===== config.mk =====
export PLATFORM = sky130hd
export DESIGN_NAME = pipelined_adder
export DESIGN_NICKNAME = d
export VERILOG_FILES = /design/src/rtl/pipelined_adder_pkg.sv /design/src/rtl/pipelined_adder_slice.sv /design/src/rtl/pipelined_adder.sv
export SDC_FILE = /design/constraint.sdc
export NUM_CORES = 1
export LEC_CHECK = 0
export CAP_MARGIN = 20
export CORE_MARGIN = 8
export CORE_UTILIZATION = 45
export DETAILED_ROUTE_END_ITERATION = 12
export MAX_ROUTING_LAYER = met4
export PLACE_DENSITY = 0.73
export SYNTH_ARGS = -nofsm -noshare
export SYNTH_HDL_FRONTEND = slang
export SYNTH_SLANG_ARGS = --single-unit

===== constraint.sdc =====
create_clock -name clk -period 4.8 [get_ports clk]
set_input_delay 0.96 -clock clk [delete_from_list [all_inputs] [get_ports clk]]
set_output_delay 0.96 -clock clk [all_outputs]
set_load 0.01 [all_outputs]

===== src/rtl/pipelined_adder_pkg.sv =====
// Shared defaults and configuration helpers for the pipelined adder.
package pipelined_adder_pkg;

  localparam int DEFAULT_WIDTH  = 32;
  localparam int DEFAULT_STAGES = 4;

  // Bits handled by each pipeline slice.
  function automatic int calc_chunk(input int width, input int stages);
    if (stages > 0) begin
      return width / stages;
    end else begin
      return 0;
    end
  endfunction

  // A legal configuration splits WIDTH into equal, non-empty slices.
  function automatic bit config_legal(input int width, input int stages);
    return (width >= 1) && (stages >= 1) && (stages <= width) && ((width % stages) == 0);
  endfunction

endpackage


===== src/rtl/pipelined_adder_slice.sv =====
// adder_slice: W-bit combinational ripple-carry adder, one per pipeline stage.
module adder_slice #(
  parameter int W = 8
) (
  input  logic [W-1:0] a,
  input  logic [W-1:0] b,
  input  logic         cin,
  output logic [W-1:0] sum,
  output logic         cout
);

  logic carry_s;

  // Ripple the carry bit by bit from cin up to cout.
  always_comb begin
    carry_s = cin;
    sum     = '0;
    for (int i = 0; i < W; i++) begin
      sum[i]  = a[i] ^ b[i] ^ carry_s;
      carry_s = (a[i] & b[i]) | (carry_s & (a[i] ^ b[i]));
    end
    cout = carry_s;
  end

endmodule


===== src/rtl/pipelined_adder.sv =====
// pipelined_adder: WIDTH-bit adder split into STAGES carry-pipelined slices
// with a valid/ready handshake on both sides.
// Optional feature: define PIPELINED_ADDER_OVERFLOW_EN to add the registered
// signed-overflow output.
module pipelined_adder
  import pipelined_adder_pkg::*;
#(
  parameter int WIDTH  = DEFAULT_WIDTH,
  parameter int STAGES = DEFAULT_STAGES
) (
  input  logic             clk,
  input  logic             rst_n,
  input  logic             in_valid,
  output logic             in_ready,
  input  logic [WIDTH-1:0] a,
  input  logic [WIDTH-1:0] b,
  input  logic             cin,
  output logic             out_valid,
  input  logic             out_ready,
  output logic [WIDTH-1:0] sum,
`ifdef PIPELINED_ADDER_OVERFLOW_EN
  output logic             overflow,
`endif
  output logic             cout
);

  localparam int CHUNK = calc_chunk(WIDTH, STAGES);

  if (!config_legal(WIDTH, STAGES)) begin : g_bad_cfg
    $error("pipelined_adder: illegal WIDTH/STAGES combination");
  end

  // Stage registers: operands travel with the transaction so later stages can
  // consume their upper slices; sum_r accumulates completed lower slices.
  logic [STAGES-1:0] valid_r;
  logic [STAGES-1:0] carry_r;
  logic [WIDTH-1:0]  a_r   [STAGES];
  logic [WIDTH-1:0]  b_r   [STAGES];
  logic [WIDTH-1:0]  sum_r [STAGES];

  // Per-stage inputs (previous stage register, or the input port for stage 0).
  logic [STAGES-1:0] adv_s;
  logic [STAGES-1:0] src_valid_s;
  logic [STAGES-1:0] src_carry_s;
  logic [WIDTH-1:0]  src_a_s   [STAGES];
  logic [WIDTH-1:0]  src_b_s   [STAGES];
  logic [WIDTH-1:0]  src_sum_s [STAGES];
  logic [CHUNK-1:0]  slice_sum_s [STAGES];
  logic [STAGES-1:0] slice_cout_s;

  for (genvar k = 0; k < STAGES; k++) begin : g_stage
    // Stage k may load when out_ready or any stage from k onward is empty.
    assign adv_s[k] = out_ready | ~(&valid_r[STAGES-1:k]);

    if (k == 0) begin : g_first
      assign src_valid_s[k] = in_valid;
      assign src_carry_s[k] = cin;
      assign src_a_s[k]     = a;
      assign src_b_s[k]     = b;
      assign src_sum_s[k]   = '0;
    end else begin : g_next
      assign src_valid_s[k] = valid_r[k-1];
      assign src_carry_s[k] = carry_r[k-1];
      assign src_a_s[k]     = a_r[k-1];
      assign src_b_s[k]     = b_r[k-1];
      assign src_sum_s[k]   = sum_r[k-1];
    end

    adder_slice #(.W(CHUNK)) u_slice (
      .a    (src_a_s[k][k*CHUNK +: CHUNK]),
      .b    (src_b_s[k][k*CHUNK +: CHUNK]),
      .cin  (src_carry_s[k]),
      .sum  (slice_sum_s[k]),
      .cout (slice_cout_s[k])
    );
  end

  // Advance every stage that has room; data only updates on real transactions.
  always_ff @(posedge clk or negedge rst_n) begin
    if (!rst_n) begin
      valid_r <= '0;
      carry_r <= '0;
      for (int k = 0; k < STAGES; k++) begin
        a_r[k]   <= '0;
        b_r[k]   <= '0;
        sum_r[k] <= '0;
      end
    end else begin
      for (int k = 0; k < STAGES; k++) begin
        if (adv_s[k]) begin
          valid_r[k] <= src_valid_s[k];
          if (src_valid_s[k]) begin
            a_r[k]   <= src_a_s[k];
            b_r[k]   <= src_b_s[k];
            carry_r[k] <= slice_cout_s[k];
            sum_r[k] <= src_sum_s[k];
            sum_r[k][k*CHUNK +: CHUNK] <= slice_sum_s[k];
          end
        end
      end
    end
  end

`ifdef PIPELINED_ADDER_OVERFLOW_EN
  logic ovf_r;

  // Signed overflow, computed as the top slice lands so it stays aligned with sum.
  always_ff @(posedge clk or negedge rst_n) begin
    if (!rst_n) begin
      ovf_r <= 1'b0;
    end else if (adv_s[STAGES-1] && src_valid_s[STAGES-1]) begin
      ovf_r <= (src_a_s[STAGES-1][WIDTH-1] == src_b_s[STAGES-1][WIDTH-1]) &&
               (slice_sum_s[STAGES-1][CHUNK-1] != src_a_s[STAGES-1][WIDTH-1]);
    end
  end

  assign overflow = ovf_r;
`endif

  // The last stage's operand copies are never consumed downstream.
  logic unused_s;
  assign unused_s = ^{a_r[STAGES-1], b_r[STAGES-1]};

  assign in_ready  = adv_s[0];
  assign out_valid = valid_r[STAGES-1];
  assign sum       = sum_r[STAGES-1];
  assign cout      = carry_r[STAGES-1];

endmodule

==> metrics.txt <==
Fin Clk Skew=0.00607 ns; clock buffer count from CTS=17; count of antenna-violating nets left after detailed routing=0; antenna violations before repair=0; syn nets=568; category of the worst setup path capture point=flip-flop; internal power=3.85 mW; EDFF count, synth=0; top cell type by total area after synthesis=sky130_fd_sc_hd__dfrtp_1; antenna fix cells=0; post-CTS resize count=0; detailed placement HPWL=9130 µm; met3 Use GR=2.94%; drt first-iter violations=146; RSZ-0062 raised after global routing=false; Min-Delay Path Class=input pin to async pin; status=finished clean; portion of the post-synthesis area used by sequential elements=60.4%; multi-input logic area=2760 µm²; Post-CTS Setup Inserts=0; most used flip-flop cell after synthesis=sky130_fd_sc_hd__dfrtp_1; die span in y=146 µm; total routed wirelength=12,900 µm; site row count=47; switching power as a share of total power=27.3%; Sequential cell area=4600 µm²; global-route wire length before repair=22,200 µm; layout net count=679; total of fill cells in the finished design=1,324; Arrival @ worst endpoint=4.66 ns; final worst setup slack=0.480 ns; final instance area=9530 µm²; placed cell area=8870 µm²; leading cell type by number of instances after synthesis=sky130_fd_sc_hd__dfrtp_1; post-synthesis to final-layout area growth=25.0%; clock latency of the later-clocked register in the worst-skew pair=0.41 ns; total net switching power=1.45 mW; Yosys top cell area share=60.4%; fraction of registers with async set or reset after synthesis=100%; cell types occupying the most area after synthesis=sky130_fd_sc_hd__dfrtp_1 60%, sky130_fd_sc_hd__mux2_2 21%, sky130_fd_sc_hd__fa_1 8.4%; number of buffers inserted for hold repair after clock tree synthesis=0; pin count of the biggest net entering global routing=117; final critical path time including I/O delays and setup=4.32 ns; upper clock frequency limit=0.232 GHz; effective utilization at floorplan=46.0%; Warnings, synthesis=0; CP Data Required Time=5.14 ns; Overflow after GRT=0; Distinct cells, synth=15; number of failing hold endpoints at the final stage=0; most frequent cell on the critical path=sky130_fd_sc_hd__fa_1; Gate power share=27.8%; crit path launch type=input pin; Ports=104; CTS tree=yes; total power=5.29 mW; die extent in x=146 µm; global routing met2 resource utilization=22.5%; placed instance count=777; cell at the root of the clock tree=sky130_fd_sc_hd__clkbuf_16; Setup Slack @ Placement=0.0260 ns; Core Region=16,600 µm²; Detailed Routing Iterations Pass 1=3; global routing usage summed across all routing layers=13.3%; slew at the pin with the worst max-slew slack=0.930 ns; maximum vdd ir drop=0.257 mV; input/output buffers=103; most used routing layer in global routing=met2; RePlAce Congestion=0.731; Post-Synthesis Cells=467; total vias in the final route=3,887; largest fanout on the critical path=1; CTS HTree Levels=4; routed wire length per instance=15.9 µm; flop and latch count out of synthesis=184; Setup violations, final=0; number of standard cells in the layout, taps in and fillers out=811; layout cells sized above 1=31.1%; mean area per synthesized cell=16.3 µm²; CTS sink cnt=184; Setup CP Type=input pin to flip-flop; relative contribution of the clock network to total power=26.8%; number of global-route vias before repair=4,462; slowest stage cell on the critical path=sky130_fd_sc_hd__clkdlybuf4s50_1; max-slew violations=0; critical path cell sequence=clkdlybuf4s50_1 -> fa_1 -> inv_1 -> fa_1 -> inv_1 -> fa_1 -> fa_1 -> fa_1 -> fa_1 -> fa_1 -> inv_1 -> fa_1 -> mux2i_1; power per cell area=555 nW/µm²; largest incremental delay on the critical path=0.44 ns; grt met1 use=15.3%; sequential share of power=45.4%; overall die area=21,400 µm²; Setup TNS=0 ns; clock-pin slew reported for the worst setup and hold paths after clock tree synthesis=0.07 ns; Synth top cells by count=184 x sky130_fd_sc_hd__dfrtp_1, 139 x sky130_fd_sc_hd__mux2_2, 40 x sky130_fd_sc_hd__inv_1; clock buffer depth=2; fraction of the cycle the final worst path needs=90.0%; routed via count divided by cell count=4.79; max-slew headroom at the worst pin=37.8%; number of max-capacitance violations reported=0; summed instance area of the synthesized netlist=7630 µm²; number of remaining DRC errors=0; leakage power total=4.13 nW
[power groups by stage]
stage                     clock network [mW]  registers, mW  logic (mW)
after floorplan                            0           2.41       0.859
after global placement                     0           2.41        1.44
after detailed placement                   0           2.44        1.50
after CTS                               1.46           2.41        1.51
after global routing                    1.53           2.48        1.65
final                                   1.42           2.40        1.47
[worst paths after layout]
path,cells past startpoint,slack (ns),endpoint,start
max reg2reg,12,0.99,src_sum_s[23],a_r[80]
max in group asynchronous,3,3.34,b_r[84],rst_n
min,1,0.36,src_sum_s[5],rst_n
max,13,0.48,src_sum_s[71],a[0]
min reg2reg,1,0.49,a_r[116],a_r[116]
min in group clk,1,0.49,a_r[116],a_r[116]
[cell usage in the layout, fill, tap and decap left out, types with 5 or more instances in the layout]
cell / netlist / final
sky130_fd_sc_hd__clkbuf_16: 0 / 17
sky130_fd_sc_hd__clkdlybuf4s50_1: 0 / 102
sky130_fd_sc_hd__clkinv_4: 0 / 5
sky130_fd_sc_hd__dfrtp_1: 184 / 184
sky130_fd_sc_hd__fa_1: 32 / 32
sky130_fd_sc_hd__inv_1: 40 / 40
sky130_fd_sc_hd__mux2_1: 29 / 29
sky130_fd_sc_hd__mux2_2: 139 / 139
sky130_fd_sc_hd__mux2i_1: 12 / 12
sky130_fd_sc_hd__nand2b_1: 5 / 5
[registers in the layout (all words and copies together), names as in the netlist]
| register | flops |
|---|---|
| src_sum_s | 48 |
| valid_r | 4 |
| carry_r | 4 |
| a_r | 48 |
| sum | 32 |
| b_r | 48 |
[cell type report]
class | count | area share [%]
Clock inverter | 13 | 1.80
Inverter | 40 | 1.58
Timing Repair Buffer | 110 | 11.9
Clock buffer | 19 | 4.65
Tap cell | 220 | 2.89
Sequential cell | 184 | 48.3
Multi-Input combinational cell | 225 | 28.9
[layer usage]
metal  wire length [µm]  vias to the layer above
met1               5420                     2012
met4                188                        0
met2               6960                       64
met5                  0                        -
li1                   -                     1796
met3                338                       15
[worst max-delay path: cells and delay by family]
kind                     cells  cell delay [ns]
adder cells (fa/ha/maj)      8             2.93
multiplexers                 1             0.13
buffers and inverters        4             0.64
[kinds of logic (layout without fill, tap and decap cells)]
family                   after synthesis  count (layout)  synth area share (%)
AO/OA/AOI/OAI                          1               1                 0.115
adder cells (fa/ha/maj)               32              32                  8.40
buffers and inverters                 58             182                  3.66
flip-flops                           184             184                  60.4
multiplexers                         180             180                  26.4
AND/OR/NAND/NOR                       12              12                  1.07
[metrics by stage]
step | hold slack [ns] | util, %
floorplan | 0.452 | -
global placement | 0.470 | 53.5
detailed placement | 0.475 | 53.5
CTS | 0.499 | 57.2
global route | 0.332 | 57.5
finish | 0.355 | 57.5
Note: power is estimated with default switching activity, not from simulation.
